### src/rtl/cpu_mem_responder.sv
// Memory-side responder for the 8-bit accumulator CPU: 2**ADDR_W x DATA_W
// store behind valid/ready request and response channels, with wait states.
module cpu_mem_responder #(
  parameter int ADDR_W      = 5,
  parameter int DATA_W      = 8,
  parameter int WAIT_STATES = 0
) (
  input  logic              clk,
  input  logic              rst,
  input  logic              req_valid,
  output logic              req_ready,
  input  logic              req_we,
  input  logic [ADDR_W-1:0] req_addr,
  input  logic [DATA_W-1:0] req_wdata,
  output logic              rsp_valid,
  input  logic              rsp_ready,
  output logic [DATA_W-1:0] rsp_rdata,
  output logic              rsp_we,
  output logic              busy
);

  localparam int DEPTH = 2 ** ADDR_W;
  localparam bit NO_WAIT = (WAIT_STATES == 0);
  localparam logic [3:0] WS_M1 =
    NO_WAIT ? 4'd0 : 4'(WAIT_STATES - 1);

  typedef enum logic [1:0] {
    S_IDLE,
    S_WAIT,
    S_RESP
  } state_e;

  state_e state_q, state_d;
  logic [3:0] cnt_q, cnt_d;
  logic we_q, we_d;
  logic [ADDR_W-1:0] addr_q, addr_d;
  logic [DATA_W-1:0] wdata_q, wdata_d;
  logic [DATA_W-1:0] rdata_q, rdata_d;
  logic rsp_we_q, rsp_we_d;
  logic [DATA_W-1:0] mem_q [DEPTH];
  logic [DATA_W-1:0] mem_d [DEPTH];

  logic accept;
  logic commit;
  logic c_we;
  logic [ADDR_W-1:0] c_addr;
  logic [DATA_W-1:0] c_wdata;

  always_ff @(posedge clk or negedge rst) begin
    if (!rst) begin
      state_q  <= S_IDLE;
      cnt_q    <= '0;
      we_q     <= 1'b0;
      addr_q   <= '0;
      wdata_q  <= '0;
      rdata_q  <= '0;
      rsp_we_q <= 1'b0;
      for (int i = 0; i < DEPTH; i++) begin
        mem_q[i] <= '0;
      end
    end else begin
      state_q  <= state_d;
      cnt_q    <= cnt_d;
      we_q     <= we_d;
      addr_q   <= addr_d;
      wdata_q  <= wdata_d;
      rdata_q  <= rdata_d;
      rsp_we_q <= rsp_we_d;
      mem_q    <= mem_d;
    end
  end

  always_comb begin
    state_d = state_q;
    cnt_d   = cnt_q;
    unique case (1'b1)
      state_q == S_IDLE: begin
        if (req_valid) begin
          if (NO_WAIT) begin
            state_d = S_RESP;
          end else begin
            state_d = S_WAIT;
            cnt_d   = WS_M1;
          end
        end
      end
      state_q == S_WAIT: begin
        if (cnt_q == 4'd0) begin
          state_d = S_RESP;
        end else begin
          cnt_d = cnt_q - 4'd1;
        end
      end
      state_q == S_RESP: begin
        if (rsp_ready) begin
          state_d = S_IDLE;
        end
      end
      default: state_d = S_IDLE;
    endcase
  end

  // With no wait states the commit edge is the accept edge itself,
  // so the transaction comes straight from the request port.
  always_comb begin
    accept  = (state_q == S_IDLE) && req_valid;
    commit  = (state_d == S_RESP) && (state_q != S_RESP);
    c_we    = (state_q == S_IDLE) ? req_we    : we_q;
    c_addr  = (state_q == S_IDLE) ? req_addr  : addr_q;
    c_wdata = (state_q == S_IDLE) ? req_wdata : wdata_q;
    we_d    = accept ? req_we    : we_q;
    addr_d  = accept ? req_addr  : addr_q;
    wdata_d = accept ? req_wdata : wdata_q;
    rdata_d  = rdata_q;
    rsp_we_d = rsp_we_q;
    mem_d    = mem_q;
    if (commit) begin
      rsp_we_d = c_we;
      rdata_d  = c_we ? c_wdata : mem_q[c_addr];
      if (c_we) begin
        mem_d[c_addr] = c_wdata;
      end
    end
  end

  always_comb begin
    req_ready = (state_q == S_IDLE);
    rsp_valid = (state_q == S_RESP);
    busy      = (state_q != S_IDLE);
    rsp_rdata = rdata_q;
    rsp_we    = rsp_we_q;
  end

endmodule

### config.mk
export PLATFORM = sky130hd
export DESIGN_NAME = cpu_mem_responder
export DESIGN_NICKNAME = d
export VERILOG_FILES = /design/src/rtl/cpu_mem_responder.sv
export SDC_FILE = /design/constraint.sdc
export NUM_CORES = 1
export LEC_CHECK = 0
export BUFFER_PORTS_ARGS = -buffer_cell sky130_fd_sc_hd__buf_2
export CAP_MARGIN = 20
export CORE_UTILIZATION = 40
export CTS_CLUSTER_DIAMETER = 60
export DETAILED_ROUTE_END_ITERATION = 8
export GPL_TIMING_DRIVEN = 0
export SLEW_MARGIN = 20
export SYNTH_ARGS = -nofsm -noshare
export SYNTH_HDL_FRONTEND = slang
export SYNTH_SLANG_ARGS = --single-unit
### constraint.sdc
create_clock -name clk -period 2.7 [get_ports clk]
set_clock_uncertainty 0.2 [all_clocks]
set_input_delay 0.27 -clock clk [delete_from_list [all_inputs] [get_ports clk]]
set_output_delay 0.27 -clock clk [all_outputs]
set_load 0.1 [all_outputs]
== Word level (Yosys, flattened, before mapping) ==
Index checks and enable logic that the tools add are counted.

* Bitwise operators: 2
* Divide/modulo/power cells: 0
* Reduce and logical (&&, ||, !) cells: 8
* Multiply operators: 0
* Muxes and demuxes: 14
* Equality and inequality tests: 4
* Order comparisons: 2
* Shift operators: 0
* Add/sub/neg operators: 1

{| class="wikitable"
|+ Operators by type and width
! operator !! count
|-
| bitwise mux 256 bit || 1
|-
| binary-select mux 8 bit (select 5 bit) || 1
|-
| demux 8 bit (select 5 bit) || 1
|-
| two-way mux 8 bit || 5
|-
| >= comparator 6 bit (second input constant) || 1
|-
| less-than comparator 6 x 1 -> 1 bit (second input constant) || 1
|-
| two-way mux 2 bit || 3
|-
| NOT 5 -> 6 bit || 1
|-
| case mux 2 bit (3 select lines) || 1
|-
| two-way mux 5 bit || 1
|-
| equality test 2 bit (second input constant) || 2
|-
| logical NOT 4 bit || 1
|-
| AND reduction 2 bit || 2
|-
| subtractor 4 x 1 -> 4 bit (second input constant) || 1
|-
| logical AND 1 bit || 3
|-
| equality test 2 x 1 -> 1 bit (second input constant) || 1
|-
| logical NOT 2 bit || 1
|-
| != test 2 bit (second input constant) || 1
|-
| nonzero test 2 bit || 1
|-
| two-way mux 1 bit || 1
|-
| NOT 1 bit || 1
|}

* Memory bits (writable): 0
* Output and inout bits: 12
* Bits in latches: 0
* Bits in read-only memories: 0
* Bits in registers: 285
* Memories kept: 0

== Depth between registers and ports, before layout ==
* Depth in word-level cells: 8
* Depth in mapped cells: 12

== Least setup slack after synthesis ==
Ideal clock, no wire load.

* Path kind: reg2reg
* Start: register state_q[0]
* End: register addr_q[0]
* Cell stages (with the launch flop): 10
* Setup slack: -0.160 ns
* Path buffers: 5
* Arrival time: 2.535 ns
* Library setup time: 0.125 ns
* Path through: dfrtp_1 -> or2_1 -> buf_6 -> inv_6 -> buf_12 -> buf_2 -> and2_1 -> clkbuf_1 -> buf_2 -> mux2_2

* Cells in the longest elaborated chain, start to end: 2

{| class="wikitable"
|+ RTL lines
! item !! RTL line !! source
|-
| start, declared || 33 || <nowiki>state_e state_q, state_d;</nowiki>
|-
| start signal, assigned || 62 || <nowiki>state_q <= state_d;</nowiki>
|-
| logical NOT 2 bit || -- ||
|-
| net req_ready || 11 || <nowiki>output logic req_ready,</nowiki>
|-
| logical AND 1 bit || 106 || <nowiki>accept = (state_q == S_IDLE) && req_valid;</nowiki>
|-
| end signal, assigned || 65 || <nowiki>addr_q <= addr_d;</nowiki>
|-
| end, declared || 36 || <nowiki>logic [ADDR_W-1:0] addr_q, addr_d;</nowiki>
|}

The timed path passes the listed nets, and every way through them passes these cells.
A chain may end at the register's enable or synchronous reset.

== Worst setup path after layout ==
* Start: register state_q[0]
* End: register rdata_q[6], in the netlist rsp_rdata[6]

* Cells in the longest elaborated chain, start to end: 7

{| class="wikitable"
|+ RTL lines
! item !! RTL line !! source
|-
| logical NOT 2 bit || -- ||
|-
| two-way mux 5 bit || 109 || <nowiki>c_addr = (state_q == S_IDLE) ? req_addr : addr_q;</nowiki>
|-
| NOT 5 -> 6 bit (implied by the code) || 119 || <nowiki>rdata_d = c_we ? c_wdata : mem_q[c_addr];</nowiki>
|-
| binary-select mux 8 bit (select 5 bit) || 119 ||
|-
| two-way mux 8 bit (implied by the code) (2 in series) || 119 ||
|-
| two-way mux 8 bit || 119 ||
|-
| end signal, assigned || 67 || <nowiki>rdata_q <= rdata_d;</nowiki>
|-
| end, declared || 38 || <nowiki>logic [DATA_W-1:0] rdata_q, rdata_d;</nowiki>
|}

Several ways; a longest one is shown, not always the timed one. The select of a mux whose other input is x is not followed.

==> impl_metrics.py <==
metrics = {
    "run_status": {
        "run_status": "finished, violations left",
        "violations": "setup timing",
    },
    "sta": {
        "finalWorstPathRequiredPeriod_ns": 2.98,
        "fin_crit_sh": 1.10,
        "hold_ws_ns": 0.0693,
        "maxSlewViolCount": 0,
        "worst_slack_ns": -0.278,
        "setup_viol": 43,
        "rsz0062_at_grt": "yes",
        "worst_pin_slew_ns": 0.824,
        "finalHoldViolCount": 0,
        "fmax_mhz": 336,
        "fin_tns_setup_ns": -2.42,
        "max-slew-margin-rel": 0.451,
    },
    "die": {
        "die_area_sq_um": 34600,
        "io_pins": 30,
        "initial_core_util": 0.411,
        "die_x_um": 186,
        "die_y_um": 186,
        "rows": 66,
        "core_area_sq_um": 32900,
    },
    "synthesis": {
        "synthFlopType": "dfrtp_1",
        "synth-edff-count": 0,
        "ys_top_cells_by_area": "dfrtp_1 (53%), o21ai_0 (5.3%), a21oi_1 (5.1%)",
        "synth_nets": 1364,
        "synth_area_leader_cell": "dfrtp_1",
        "synth_top_area_frac": 0.527,
        "ys_seq_area_frac": 0.527,
        "synthTopCellsByCount": "dfrtp_1 (285), o21ai_0 (144), nor2_1 (140)",
        "ys_seq_elements": 285,
        "synthArstFlopShare": 1.00,
        "synth_area_per_cell_sq_um": 10.1,
        "synth_warnings": 0,
        "synthCells": 1345,
        "synth_cell_types": 73,
        "netlist_area_sq_um": 13500,
        "yosysMostFrequentCell": "dfrtp_1",
    },
    "cells_and_area": {
        "postLayoutCoreUtil": 0.532,
        "n_antenna_cell": 0,
        "design_area_sq_um": 17500,
        "areaGrowthSynthToFinish_pct": 29.4,
        "fin_nets": 1530,
        "finalNonFillerCells": 1973,
        "drive_gt1_frac": 0.300,
    },
    "pwr": {
        "seq_power_share": 0.374,
        "switching_share": 0.379,
        "power.total_mw": 17.2,
        "p_switching_mw": 6.51,
        "ir_worst_vdd_uv": 909,
        "clockPowerShare": 0.268,
        "powerDensity_nw_per_um2": 981,
        "power_frac_comb": 0.358,
        "leakagePower_nw": 7.79,
        "p_int_mw": 10.7,
    },
    "setup_path": {
        "cp_data_arrival_time_ns": 3.19,
        "crit_type": "reg -> reg",
        "reg2reg_from": "state_q[0]$_DFF_PN0_",
        "cp_max_fo": 7,
        "regToRegEndpoint": "rsp_rdata[6]$_DFFE_PN0P_",
        "crit_chain": "buf_8, or3_4, nand2_8, buf_12, mux4_2, a32oi_4, nand4_1, a22o_1",
        "end_kind": "flip-flop",
        "r2r_cells": 8,
        "reg2reg_slack_ns": -0.28,
        "worst_path_max_delay_cell": "mux4_2",
        "required_ns": 2.91,
        "cp_slowest_stage_delay_ns": 0.58,
        "worst_setup_path_start_kind": "flip-flop",
    },
    "grt": {
        "grt_pass1_wl_um": 74300,
        "gr-total-overflow": 0,
        "antenna_found_initial": 0,
        "grt_max_degree": 97,
        "track_usage": 0.295,
        "first_global_vias": 11800,
    },
    "drt": {
        "drc": 0,
        "viasPerCell": 6.09,
        "route.antenna.remaining_nets": 0,
        "wirelength_um": 50300,
        "num_vias": 12000,
        "drtPass1Iterations": 8,
        "drt-wirelength-per-cell_um": 25.5,
        "drt_iter0_drc": 1389,
    },
    "flow_run": {
        "drv_cap": 0,
    },
    "placement": {
        "io_buffers": 29,
        "dp_slack_ns": -0.838,
        "place_congestion": 1.01,
        "placed_cells": 1819,
        "dpl.hpwl_um": 33200,
        "dpl_cell_area_sq_um": 14300,
    },
    "clock_network": {
        "cts_tree": "yes",
        "cts_num_sinks": 285,
        "cts_made_buffers": 34,
        "cts.path.max_buffers": 3,
        "clk_latency_ns": 0.52,
        "cts_max_level": 2,
        "clkTransAtPathRegs_ns": 0.06,
        "cts_root_buf": "clkbuf_16",
    },
    "worst_hold_path": {
        "hp-class": "in -> async",
    },
}
==> cells in the final DEF, fill, tap and decap left out, types with 7 or more instances in the layout <==
cell type,instances
and3_1,54
nor2_1,121
nor2_4,8
o311ai_1,11
a22o_1,8
a21oi_1,124
dlygate4sd3_1,17
a21boi_0,29
a211oi_1,22
clkinv_2,7
a21oi_2,18
clkbuf_4,29
nor2_2,12
mux2i_2,7
dfrtp_1,283
o21ai_0,135
buf_4,75
nand3_1,27
mux4_2,24
o21ai_1,11
buf_2,44
buf_12,11
a211oi_2,8
clkbuf_8,8
mux2_2,15
clkbuf_16,38
buf_6,28
clkbuf_2,26
nand4_1,16
o32a_1,10
clkbuf_1,14
nand2_1,131
==> cell families (layout without fill, tap and decap cells) <==
group,after synthesis,after routing,synth area share
xor gates and xnor gates,2,2,0.00129
DFF,285,285,0.527
buffers and inverters,130,316,0.0466
muxes,56,56,0.0651
adders and majority gates,1,1,0.000924
and+or+nand+nor,429,429,0.157
AOI/OAI and AO/OA,442,442,0.202
==> worst max-delay path: cells and delay by family (launching register included) <==
kind,cells,cell delay (ns)
AND/OR/NAND/NOR,3,0.76
multiplexers,1,0.58
buffers and inverters,2,0.31
AO/OA/AOI/OAI,2,0.55
flip-flops,1,0.46
==> power by group through the flow <==
stage	Clock (mW)	Sequential, mW	Combinational [mW]
after floorplan	0	6.58	2.91
after global placement	0	6.38	4.83
after detailed placement	0	6.41	4.94
after CTS	4.64	6.36	5.57
after global routing	4.84	6.57	6.48
final	4.60	6.43	6.16
==> state kept, by name, indices dropped and copies added, names as in the netlist <==
register	cells
rsp_rdata	8
rsp_we	1
wdata_q	8
mem_q	256
we_q	1
cnt_q	4
addr_q	5
state_q	2
==> timing repair <==
action	CTS	global route
pin swaps	33	37
endpoints found under the setup margin	267	223
cloned	5	5
gates resized for setup	189	207
setup buffers	51	26
hold buffers	17	0
endpoints found under the hold margin	285	0
==> worst max-delay path by stage <==
stage / from / to / slack, ns / cells after the start
finish: state_q[0]$_DFF_PN0_ / rsp_rdata[6]$_DFFE_PN0P_ / -0.28 / 8
global route: state_q[0]$_DFF_PN0_ / rsp_rdata[6]$_DFFE_PN0P_ / -0.29 / 8
CTS: state_q[0]$_DFF_PN0_ / rsp_rdata[5]$_DFFE_PN0P_ / -0.23 / 9
detailed placement: state_q[0]$_DFF_PN0_ / rsp_rdata[2]$_DFFE_PN0P_ / -0.84 / 8
global placement: rst / mem_q[29]$_DFFE_PN0P_ / -4.23 / 1
floorplan: state_q[0]$_DFF_PN0_ / rsp_rdata[4]$_DFFE_PN0P_ / 0.004 / 9
==> cell type report <==
class / count / area (sq um)
flip-flops and latches: 285 / 7130
clock buffers: 45 / 1010
well taps: 442 / 553
inverters: 4 / 22.5
repair buffers: 136 / 1230
clock inverters: 11 / 111
multi-input cells: 930 / 6520
plain buffers: 120 / 941
fillers: 2870 / 15400
==> routing by layer <==
| layer | routed length (um) | part of all wire | vias up | track usage |
|---|---|---|---|---|
| met4 | 3250 | 0.065 | 0 | 0.184 |
| met2 | 22000 | 0.44 | 611 | 0.437 |
| met3 | 4690 | 0.093 | 180 | 0.0736 |
| met1 | 20400 | 0.41 | 6001 | 0.387 |
| met5 | 0 | 0 | - | 0 |
| li1 | - | - | 5227 | - |
(Power assumes the default switching activity.)
